## src/rtl/decode_pkg.sv

```systemverilog
// Shared RV32I decode definitions: opcode constants, instruction-type enum
// and the immediate-format helper used by imm_gen.
package decode_pkg;

  localparam logic [6:0] OP_REG    = 7'b0110011;
  localparam logic [6:0] OP_IMM    = 7'b0010011;
  localparam logic [6:0] OP_LOAD   = 7'b0000011;
  localparam logic [6:0] OP_JALR   = 7'b1100111;
  localparam logic [6:0] OP_STORE  = 7'b0100011;
  localparam logic [6:0] OP_BRANCH = 7'b1100011;
  localparam logic [6:0] OP_LUI    = 7'b0110111;
  localparam logic [6:0] OP_AUIPC  = 7'b0010111;
  localparam logic [6:0] OP_JAL    = 7'b1101111;

  typedef enum logic [2:0] {
    IT_R   = 3'd0,
    IT_I   = 3'd1,
    IT_S   = 3'd2,
    IT_B   = 3'd3,
    IT_U   = 3'd4,
    IT_J   = 3'd5,
    IT_ILL = 3'd7
  } itype_e;

  function automatic itype_e classify(input logic [6:0] op);
    itype_e t;
    case (op)
      OP_REG:                    t = IT_R;
      OP_IMM, OP_LOAD, OP_JALR:  t = IT_I;
      OP_STORE:                  t = IT_S;
      OP_BRANCH:                 t = IT_B;
      OP_LUI, OP_AUIPC:          t = IT_U;
      OP_JAL:                    t = IT_J;
      default:                   t = IT_ILL;
    endcase
    return t;
  endfunction

  // Anything not otherwise listed (including ILL) falls back to the I-format.
  function automatic logic [31:0] imm_fmt(input itype_e t, input logic [31:0] inst);
    logic [31:0] imm;
    case (t)
      IT_U: imm = {inst[31:12], 12'b0};
      IT_J: imm = {{11{inst[31]}}, inst[31], inst[19:12], inst[20], inst[30:21], 1'b0};
      IT_B: imm = {{19{inst[31]}}, inst[31], inst[7], inst[30:25], inst[11:8], 1'b0};
      IT_S: imm = {{20{inst[31]}}, inst[31:25], inst[11:7]};
      IT_R: imm = 32'b0;
      default: begin
        if (inst[6:0] == OP_IMM && inst[13:12] == 2'b01)
          imm = {27'b0, inst[24:20]};
        else
          imm = {{20{inst[31]}}, inst[31:20]};
      end
    endcase
    return imm;
  endfunction

endpackage

```

## src/rtl/imm_gen.sv

```systemverilog
// Combinational field extraction and immediate generation for one instruction.
// DECODE_ILLEGAL_DETECT_EN keeps unsupported opcodes as ILL; otherwise they decode as I-type.
module imm_gen
  import decode_pkg::*;
(
  input  logic [31:0] inst,
  output logic [6:0]  opcode,
  output logic [4:0]  rd,
  output logic [4:0]  rs1,
  output logic [4:0]  rs2,
  output logic [2:0]  funct3,
  output logic        funct7,
  output logic [31:0] imm,
  output logic [2:0]  itype,
  output logic        need_lsb,
  output logic        illegal
);

  itype_e raw_type;
  itype_e dec_type;

  assign opcode = inst[6:0];
  assign rd     = inst[11:7];
  assign funct3 = inst[14:12];
  assign rs1    = inst[19:15];
  assign rs2    = inst[24:20];
  assign funct7 = inst[30];

  always_comb begin
    raw_type = classify(inst[6:0]);
`ifdef DECODE_ILLEGAL_DETECT_EN
    dec_type = raw_type;
    illegal  = (raw_type == IT_ILL);
`else
    dec_type = (raw_type == IT_ILL) ? IT_I : raw_type;
    illegal  = 1'b0;
`endif
  end

  assign itype    = dec_type;
  assign imm      = imm_fmt(dec_type, inst);
  assign need_lsb = (inst[6:0] == OP_LOAD) || (inst[6:0] == OP_STORE);

endmodule

```

## src/rtl/decode_issue_queue.sv

```systemverilog
// Instruction buffer with combinational decode of the head and back-pressured issue.
// DECODE_ILLEGAL_DETECT_EN lets ILL heads issue under RoB back-pressure only.
module decode_issue_queue
  import decode_pkg::*;
#(
  parameter int DEPTH = 4
) (
  input  logic                       clk_in,
  input  logic                       rst_in,
  input  logic                       rdy_in,
  input  logic                       flush_in,
  input  logic                       fetch_valid,
  input  logic [31:0]                fetch_inst,
  input  logic [31:0]                fetch_pc,
  output logic                       fetch_ready,
  input  logic                       RS_full,
  input  logic                       LSB_full,
  input  logic                       RoB_full,
  input  logic                       RoB_stall,
  output logic                       issue_valid,
  output logic [6:0]                 opcode,
  output logic [4:0]                 rd,
  output logic [4:0]                 rs1,
  output logic [4:0]                 rs2,
  output logic [2:0]                 funct3,
  output logic                       funct7,
  output logic [31:0]                imm,
  output logic [31:0]                issue_pc,
  output logic                       need_LSB,
  output logic [2:0]                 itype,
  output logic                       illegal,
  output logic [$clog2(DEPTH+1)-1:0] count
);

  localparam int AW = $clog2(DEPTH);
  localparam int CW = $clog2(DEPTH + 1);
  localparam logic [CW-1:0] FULL_CNT = CW'(DEPTH);

  logic [31:0]   inst_mem [DEPTH];
  logic [31:0]   pc_mem   [DEPTH];
  logic [AW-1:0] head;
  logic [AW-1:0] tail;
  logic          full;
  logic          empty;
  logic          stall;
  logic          push;
  logic          pop;
  logic [31:0]   head_inst;
  logic          head_need_lsb;
  logic          head_illegal;

  assign head_inst = inst_mem[head];
  assign issue_pc  = pc_mem[head];

  imm_gen u_imm_gen (
    .inst     (head_inst),
    .opcode   (opcode),
    .rd       (rd),
    .rs1      (rs1),
    .rs2      (rs2),
    .funct3   (funct3),
    .funct7   (funct7),
    .imm      (imm),
    .itype    (itype),
    .need_lsb (head_need_lsb),
    .illegal  (head_illegal)
  );

  always_comb begin
`ifdef DECODE_ILLEGAL_DETECT_EN
    stall = RoB_full || RoB_stall ||
            (!head_illegal && ((head_need_lsb && LSB_full) || (!head_need_lsb && RS_full)));
`else
    stall = RoB_full || RoB_stall || (head_need_lsb && LSB_full) || (!head_need_lsb && RS_full);
`endif
  end

  assign full        = (count == FULL_CNT);
  assign empty       = (count == '0);
  assign need_LSB    = head_need_lsb;
  assign illegal     = head_illegal && !empty;
  assign fetch_ready = !full && rdy_in && !rst_in;
  assign issue_valid = !empty && !stall && rdy_in && !flush_in;
  assign push        = fetch_valid && fetch_ready && !flush_in;
  assign pop         = issue_valid;

  // Storage is not reset; occupancy alone decides what is valid.
  always_ff @(posedge clk_in) begin
    if (push) begin
      inst_mem[tail] <= fetch_inst;
      pc_mem[tail]   <= fetch_pc;
    end
  end

  always_ff @(posedge clk_in or posedge rst_in) begin
    if (rst_in) begin
      head  <= '0;
      tail  <= '0;
      count <= '0;
    end else if (rdy_in && flush_in) begin
      head  <= '0;
      tail  <= '0;
      count <= '0;
    end else begin
      if (push)
        tail <= tail + 1'b1;
      if (pop)
        head <= head + 1'b1;
      case ({push, pop})
        2'b10:   count <= count + 1'b1;
        2'b01:   count <= count - 1'b1;
        default: count <= count;
      endcase
    end
  end

endmodule

```

## config.mk

```make
export PLATFORM = sky130hd
export DESIGN_NAME = decode_issue_queue
export DESIGN_NICKNAME = d
export VERILOG_FILES = /design/src/rtl/decode_pkg.sv /design/src/rtl/imm_gen.sv /design/src/rtl/decode_issue_queue.sv
export SDC_FILE = /design/constraint.sdc
export NUM_CORES = 1
export LEC_CHECK = 0
export ABC_AREA = 1
export CORE_MARGIN = 5
export CORE_UTILIZATION = 40
export CTS_CLUSTER_SIZE = 20
export DETAILED_ROUTE_END_ITERATION = 10
export PLACE_DENSITY = 0.71
export SYNTH_ARGS = -nofsm -noshare
export SYNTH_HDL_FRONTEND = slang
export SYNTH_HIERARCHICAL = 1
export SYNTH_SLANG_ARGS = --single-unit
```

## constraint.sdc

```tcl
create_clock -name clk_in -period 7.5 [get_ports clk_in]
set_input_delay 1.5 -clock clk_in [delete_from_list [all_inputs] [get_ports clk_in]]
set_output_delay 1.5 -clock clk_in [all_outputs]
set_load 0.02 [all_outputs]
```

# Yosys cells after proc, flatten, opt, wreduce, memory -nomap -nowiden
# Memories as Yosys holds them, arrays and structs flattened.
# Index checks and enable logic that the tools add are counted.
# word_totals
register_bits,7
ramBits,256
in_bits,73
word_cells,67
n_memories,2
# classes
addsub,4
eq_ne,18
muxes,12
reduce_logical,28
# memory_table
name,depth,width,rd,rd_clocked_by_memory_dff,write_ports,line_no,source
inst_mem,4,32,1,0,1,decode_issue_queue.sv:39,logic [31:0] inst_mem [DEPTH];
pc_mem,4,32,1,0,1,decode_issue_queue.sv:40,logic [31:0] pc_mem [DEPTH];
# op_table
op,n
$pmux 32 s5,1
$mux 32,1
$eq 7x6->1 const B,3
$eq 7x7->1 const B,3
$pmux 3 s6,1
$eq 7x5->1 const B,2
$eq 3x3->1 const B,4
$logic_and 1x1->1,11
$mux 2,4
$eq 7x2->1 const B,1
$eq 3x2->1 const B,2
$logic_not 1->1,6
$logic_not 3->1,2
$mux 3,2
$pmux 3 s2,1
$add 2x1->2 const B,2
$eq 2x1->1 const B,2
$logic_or 1x1->1,4
$reduce_bool 2->1,2
$add 3x1->3 const B,1
$reduce_bool 3->1,1
$reduce_or 3->1,1
$sub 3x1->3 const B,1
$eq 2x2->1 const B,1
2 further kinds,3

# Longest topological paths before layout
# An unclocked memory read counts as a cell.
# logic_depth
word_depth,13
depth_mapped,21
mapped_depth_nobuf,18

# Cells and area by module
# Netlist, hierarchy kept.
# by_module_without_submodules
mod,instances,cells_per_inst,area_per_inst_um2
decode_issue_queue,1,702,10037.1
imm_gen,1,239,1177.4

# Least setup slack after synthesis
# Ideal clock, no wire load.
# synth_path
kind,input-to-reg
start,input port rst_in
end,"memory inst_mem[0][0], enable pin"
setup_time_ns,0.487
arrival_ns,4.763
t_required_ns,7.013
setup_slack_ns,2.251
cell_stages,4
path_cell_list,inv_1 nand2_1 nand3b_1 nor2_1
# synth_between
elab_chain_cells,6
# synth_rtl
item,line_no,source
start: declaration,decode_issue_queue.sv:9,"input logic rst_in,"
$logic_not 1->1 (no source line),-,
$logic_and 1x1->1,decode_issue_queue.sv:82,assign fetch_ready = !full && rdy_in && !rst_in;
$logic_and 1x1->1 (2 in series),decode_issue_queue.sv:84,assign push = fetch_valid && fetch_ready && !flush_in;
$mux 1,decode_issue_queue.sv:89,if (push) begin
$mux 1 (not written as such),decode_issue_queue.sv:90,inst_mem[tail] <= fetch_inst;
end: declaration,decode_issue_queue.sv:39,
# No other way between the ends.

# Worst setup path after layout
# layout_path
start,register head[0]
end,output port imm[14]
# layout_between
elab_chain_cells,8
word_cells_on_any_way,24
classes_between,eq/ne (15); mux (4); reduce/logical (4); memory (1)
# layout_rtl
item,line_no,source
start: declaration,decode_issue_queue.sv:41,logic [AW-1:0] head;
start signal: assignment,decode_issue_queue.sv:108,head <= head + 1'b1;
$mem_v2 4x32 *,-,
"$eq 7x7->1, or another cell as far along",decode_pkg.sv:27,case (op)
$reduce_or 3->1 / $reduce_or 2->1 (equally long branches),decode_pkg.sv:27,
$pmux 3 s6,decode_pkg.sv:27,
$eq 3x3->1,imm_gen.sv:35,dec_type = (raw_type == IT_ILL) ? IT_I : raw_type;
$mux 3,imm_gen.sv:35,
"$eq 3x2->1, or another cell as far along",decode_pkg.sv:42,case (t)
$pmux 32 s5 *,decode_pkg.sv:42,
end: declaration,decode_issue_queue.sv:27,"output logic [31:0] imm,"
# Every way passes the cells marked *; elsewhere a longest branch is shown, timed or not.

==> flow_summary.html <==
<table>
<tr><th>Metric</th><th>Value</th></tr>
<tr><th colspan="2">Final layout</th></tr>
<tr><td>Non-filler instance count after layout</td><td>1,468</td></tr>
<tr><td>Layout net count</td><td>approximately 1,100</td></tr>
<tr><td>Synthesis-to-layout area growth</td><td>23.70%</td></tr>
<tr><td>Number of diodes</td><td>0</td></tr>
<tr><td>Finished Cell Area</td><td>approximately 0.014 mm2</td></tr>
<tr><td>Share of layout cells above drive strength 1</td><td>0.07339</td></tr>
<tr><th colspan="2">Clock network</th></tr>
<tr><td>Clock insertion delay at the later pin of the skew report</td><td>540 ps</td></tr>
<tr><td>Clock tree root driver cell</td><td>clkbuf_16</td></tr>
<tr><td>Hold-fix buffers, CTS</td><td>0</td></tr>
<tr><td>H-tree depth</td><td>1</td></tr>
<tr><td>Buffers inserted during post-CTS setup optimization</td><td>0</td></tr>
<tr><td>Gates resized, CTS repair</td><td>0</td></tr>
<tr><td>Clock tree from TritonCTS</td><td>yes</td></tr>
<tr><td>Max Buffers Root-to-Sink</td><td>3</td></tr>
<tr><td>TritonCTS sink count</td><td>263</td></tr>
<tr><td>Clock slew seen by the registers of the worst setup and hold paths</td><td>approximately 60 ps</td></tr>
<tr><td>Total clock buffers created by CTS</td><td>29</td></tr>
<tr><th colspan="2">Placement</th></tr>
<tr><td>Number of I/O port buffers</td><td>171</td></tr>
<tr><td>Cell count after placement</td><td>1,416</td></tr>
<tr><td>Placed wire-length estimate</td><td>16,380 um</td></tr>
<tr><td>Final weighted congestion in routability-driven placement</td><td>~0.90</td></tr>
<tr><td>Placement-stage cell area</td><td>0.01293 mm2</td></tr>
<tr><th colspan="2">Synthesis</th></tr>
<tr><td>Post-synthesis net count</td><td>1,020</td></tr>
<tr><td>Post-synthesis instance total</td><td>941</td></tr>
<tr><td>Area share of the leading cell type in the synthesized netlist</td><td>0.6855</td></tr>
<tr><td>Sequential share of the synthesized area</td><td>0.7011</td></tr>
<tr><td>Number of synthesized register bits</td><td>263</td></tr>
<tr><td>Number of distinct library cells after synthesis</td><td>32</td></tr>
<tr><td>Yosys warns</td><td>6</td></tr>
<tr><td>Syn_area_per_cell</td><td>11.92 um2</td></tr>
<tr><td>Commonest register cell after synthesis</td><td>edfxtp_1</td></tr>
<tr><td>Netlist area before placement</td><td>0.01121 mm2</td></tr>
<tr><td>Biggest area contributors in the synthesized netlist</td><td>edfxtp_1, nor2_1, o21ai_0</td></tr>
<tr><td>Fraction of synthesis flops using an asynchronous set or reset pin</td><td>0.02662</td></tr>
<tr><td>Most frequently used cell type in the post-synthesis netlist</td><td>edfxtp_1</td></tr>
<tr><td>Post-synthesis cell type with the largest combined area</td><td>edfxtp_1</td></tr>
<tr><td>Count of flip-flops with a built-in enable after synthesis</td><td>256</td></tr>
<tr><td>Top cells by count, synth</td><td>edfxtp_1, nor2_1, nand2_1, o21ai_0, o22ai_1</td></tr>
<tr><th colspan="2">Die</th></tr>
<tr><td>Area of the core</td><td>0.02771 mm2</td></tr>
<tr><td>Die Height</td><td>177.4 um</td></tr>
<tr><td>Total die area</td><td>approximately 0.031 mm2</td></tr>
<tr><td>Standard-cell row count</td><td>61</td></tr>
<tr><td>Starting Density</td><td>0.4048</td></tr>
<tr><td>Ports</td><td>173</td></tr>
<tr><td>Horizontal die dimension</td><td>~180 um</td></tr>
<tr><th colspan="2">Setup path</th></tr>
<tr><td>Critical path buffer and inverter count</td><td>2</td></tr>
<tr><td>Critical-path maximum fanout</td><td>57</td></tr>
<tr><td>CP peak stage delay</td><td>680 ps</td></tr>
<tr><td>Sort of element at the start of the critical path</td><td>flip-flop</td></tr>
<tr><td>Endpoint type of the worst setup path</td><td>output pin</td></tr>
<tr><td>Crit path max-delay cell type</td><td>dfrtp_4</td></tr>
<tr><td>Worst Path Class, Setup</td><td>flip-flop to output pin</td></tr>
<tr><td>Arrival time of data at the critical path endpoint</td><td>about 4300 ps</td></tr>
<tr><td>Cell family with the largest share of critical-path delay</td><td>simple AND/OR/NAND/NOR gates</td></tr>
<tr><td>Most common cell type on the critical path</td><td>nor2_1</td></tr>
<tr><td>Required @ worst endpoint</td><td>approximately 6000 ps</td></tr>
<tr><td>Worst path cell trace</td><td>inv_4 -&gt; nor2_1 -&gt; o22ai_1 -&gt; nor2_1 -&gt; nand3_1 -&gt; nand2_2 -&gt; nor2_4 -&gt; nand2_4 -&gt; nand2_1 -&gt; clkdlybuf4s50_1</td></tr>
<tr><th colspan="2">Global route</th></tr>
<tr><td>Maximum number of pins on one net before global-route repair</td><td>84</td></tr>
<tr><td>Residual overflow from global routing</td><td>0</td></tr>
<tr><td>Antenna violations before repair</td><td>2</td></tr>
<tr><td>Via count of the first global-routing pass</td><td>7,186</td></tr>
<tr><td>Gr usage total</td><td>0.1627</td></tr>
<tr><td>Global-route wire length before repair</td><td>40,350 um</td></tr>
<tr><th colspan="2">Route</th></tr>
<tr><td>Drc violations</td><td>0</td></tr>
<tr><td>Count of TritonRoute iterations in the first routing pass</td><td>4</td></tr>
<tr><td>Detailed-route vias per instance</td><td>5.026</td></tr>
<tr><td>DRT antenna net count</td><td>0</td></tr>
<tr><td>Vias after detailed routing</td><td>around 7,400</td></tr>
<tr><td>Detail-routed net length per standard cell</td><td>18.06 um</td></tr>
<tr><td>Detailed router's first-iteration violation count</td><td>roughly 510</td></tr>
<tr><td>Final WL</td><td>26,510 um</td></tr>
<tr><th colspan="2">Timing</th></tr>
<tr><td>Final Max Tran Viols</td><td>0</td></tr>
<tr><td>Final min period</td><td>5809 ps</td></tr>
<tr><td>Worst clock skew</td><td>approximately 12 ps</td></tr>
<tr><td>Period utilization</td><td>0.7746</td></tr>
<tr><td># setup viols final</td><td>0</td></tr>
<tr><td>Fmax</td><td>around 170 MHz</td></tr>
<tr><td>Setup tns final</td><td>0 ps</td></tr>
<tr><td>Final hold vios</td><td>0</td></tr>
<tr><td>Rel. slew slack</td><td>0.2753</td></tr>
<tr><td>Unrepaired setup endpoints after global routing</td><td>no</td></tr>
<tr><td>Worst-margin pin slew</td><td>1087 ps</td></tr>
<tr><th colspan="2">Power</th></tr>
<tr><td>Power per Cell Area</td><td>249.5 mW/mm2</td></tr>
<tr><td>Largest vdd supply drop</td><td>149.1 uV</td></tr>
<tr><td>Leakage dissipation</td><td>between 4 and 5 nW</td></tr>
<tr><th colspan="2">Status</th></tr>
<tr><td>Result of the run</td><td>completed</td></tr>
<tr><th colspan="2">Hold path</th></tr>
<tr><td>Type of the most critical hold path</td><td>flip-flop to flip-flop</td></tr>
<tr><th colspan="2">Job</th></tr>
<tr><td>Max_cap viols</td><td>0</td></tr>
</table>
[cell type report]
cell class	count	area [um2]
inverters	51	193.9
clock inverters	20	200.2
fillers	2460	13830
repair buffers	179	1772
multi-input cells	545	2629
well taps	378	473.0
flip-flops and latches	263	7868
clock buffers	32	737.0
[routing by layer]
metal	up-vias	track usage	wire, um
met4	4	0.03706	570
met5	-	0	25
met1	3526	0.2150	11260
li1	3574	-	-
met3	46	0.04239	2081
met2	228	0.2714	12570
[cells by family (layout without fill, tap and decap cells)]
group	after synthesis	after routing	share of synthesized area
AOI/OAI and AO/OA	219	219	0.1051
xor gates and xnor gates	2	2	0.001562
buffers and inverters	133	282	0.06716
other	1	1	0.0003344
adders and majority gates	6	6	0.007364
DFF	263	263	0.7011
and+or+nand+nor	317	317	0.1174
[worst register-to-register path, delay by kind of cell (launching register included)]
family                   cells  cell delay [ps]
AND/OR/NAND/NOR              9             1270
buffers and inverters        5              920
flip-flops                   1              680
adder cells (fa/ha/maj)      2              660
AO/OA/AOI/OAI                2              390
[state kept, by name, indices dropped and copies added, names as in the netlist]
| signal | cells |
|---|---|
| count | 3 |
| head | 2 |
| inst_mem | 128 |
| pc_mem | 128 |
| tail | 2 |
[final timing paths]
path	startpoint	to	slack (ps)	cells after the start
worst max-delay path	head[0]	imm[14]	1690	10
worst min-delay path	count[0]	count[0]	560	1
worst max register to register	head[0]	count[2]	3500	18
worst min register to register	count[0]	count[0]	560	1
max in group asynchronous	rst_in	head[0]	5980	2
min in group asynchronous	rst_in	tail[0]	1220	2
[report_power, final]
group / leakage (nW) / total, W / internal, W / switching (W)
sequential: 2.40 / 0.00165 / 0.00163 / 0.0000166
combinational: 2.10 / 0.000426 / 0.000171 / 0.000255
clock: 0.458 / 0.00139 / 0.000840 / 0.000550
[cell usage in the layout (no fill, tap or decap), types with 7 or more instances in the layout]
master,count
a21oi_1,22
buf_4,8
clkbuf_16,29
clkdlybuf4s50_1,171
clkinv_1,9
edfxtp_1,256
inv_1,45
nand2_1,81
nand2_2,14
nand3_1,34
nor2_1,174
nor2_4,7
o21ai_0,81
o21ai_1,51
o22ai_1,64
[stage by stage]
step / setup WS, ps / power, W / utilization / hold WS, ps
floorplan: 2251 / 0.001928 / - / 519.8
detailed placement: 2210 / 0.002106 / 0.4669 / 555.5
global placement: 2319 / 0.002100 / 0.4669 / 539.1
CTS: 1630 / 0.003497 / 0.5007 / 567.3
global route: 1312 / 0.003590 / 0.5007 / 605.2
finish: 1691 / 0.003461 / 0.5007 / 561.1
Note: power is estimated with default switching activity, not from simulation.
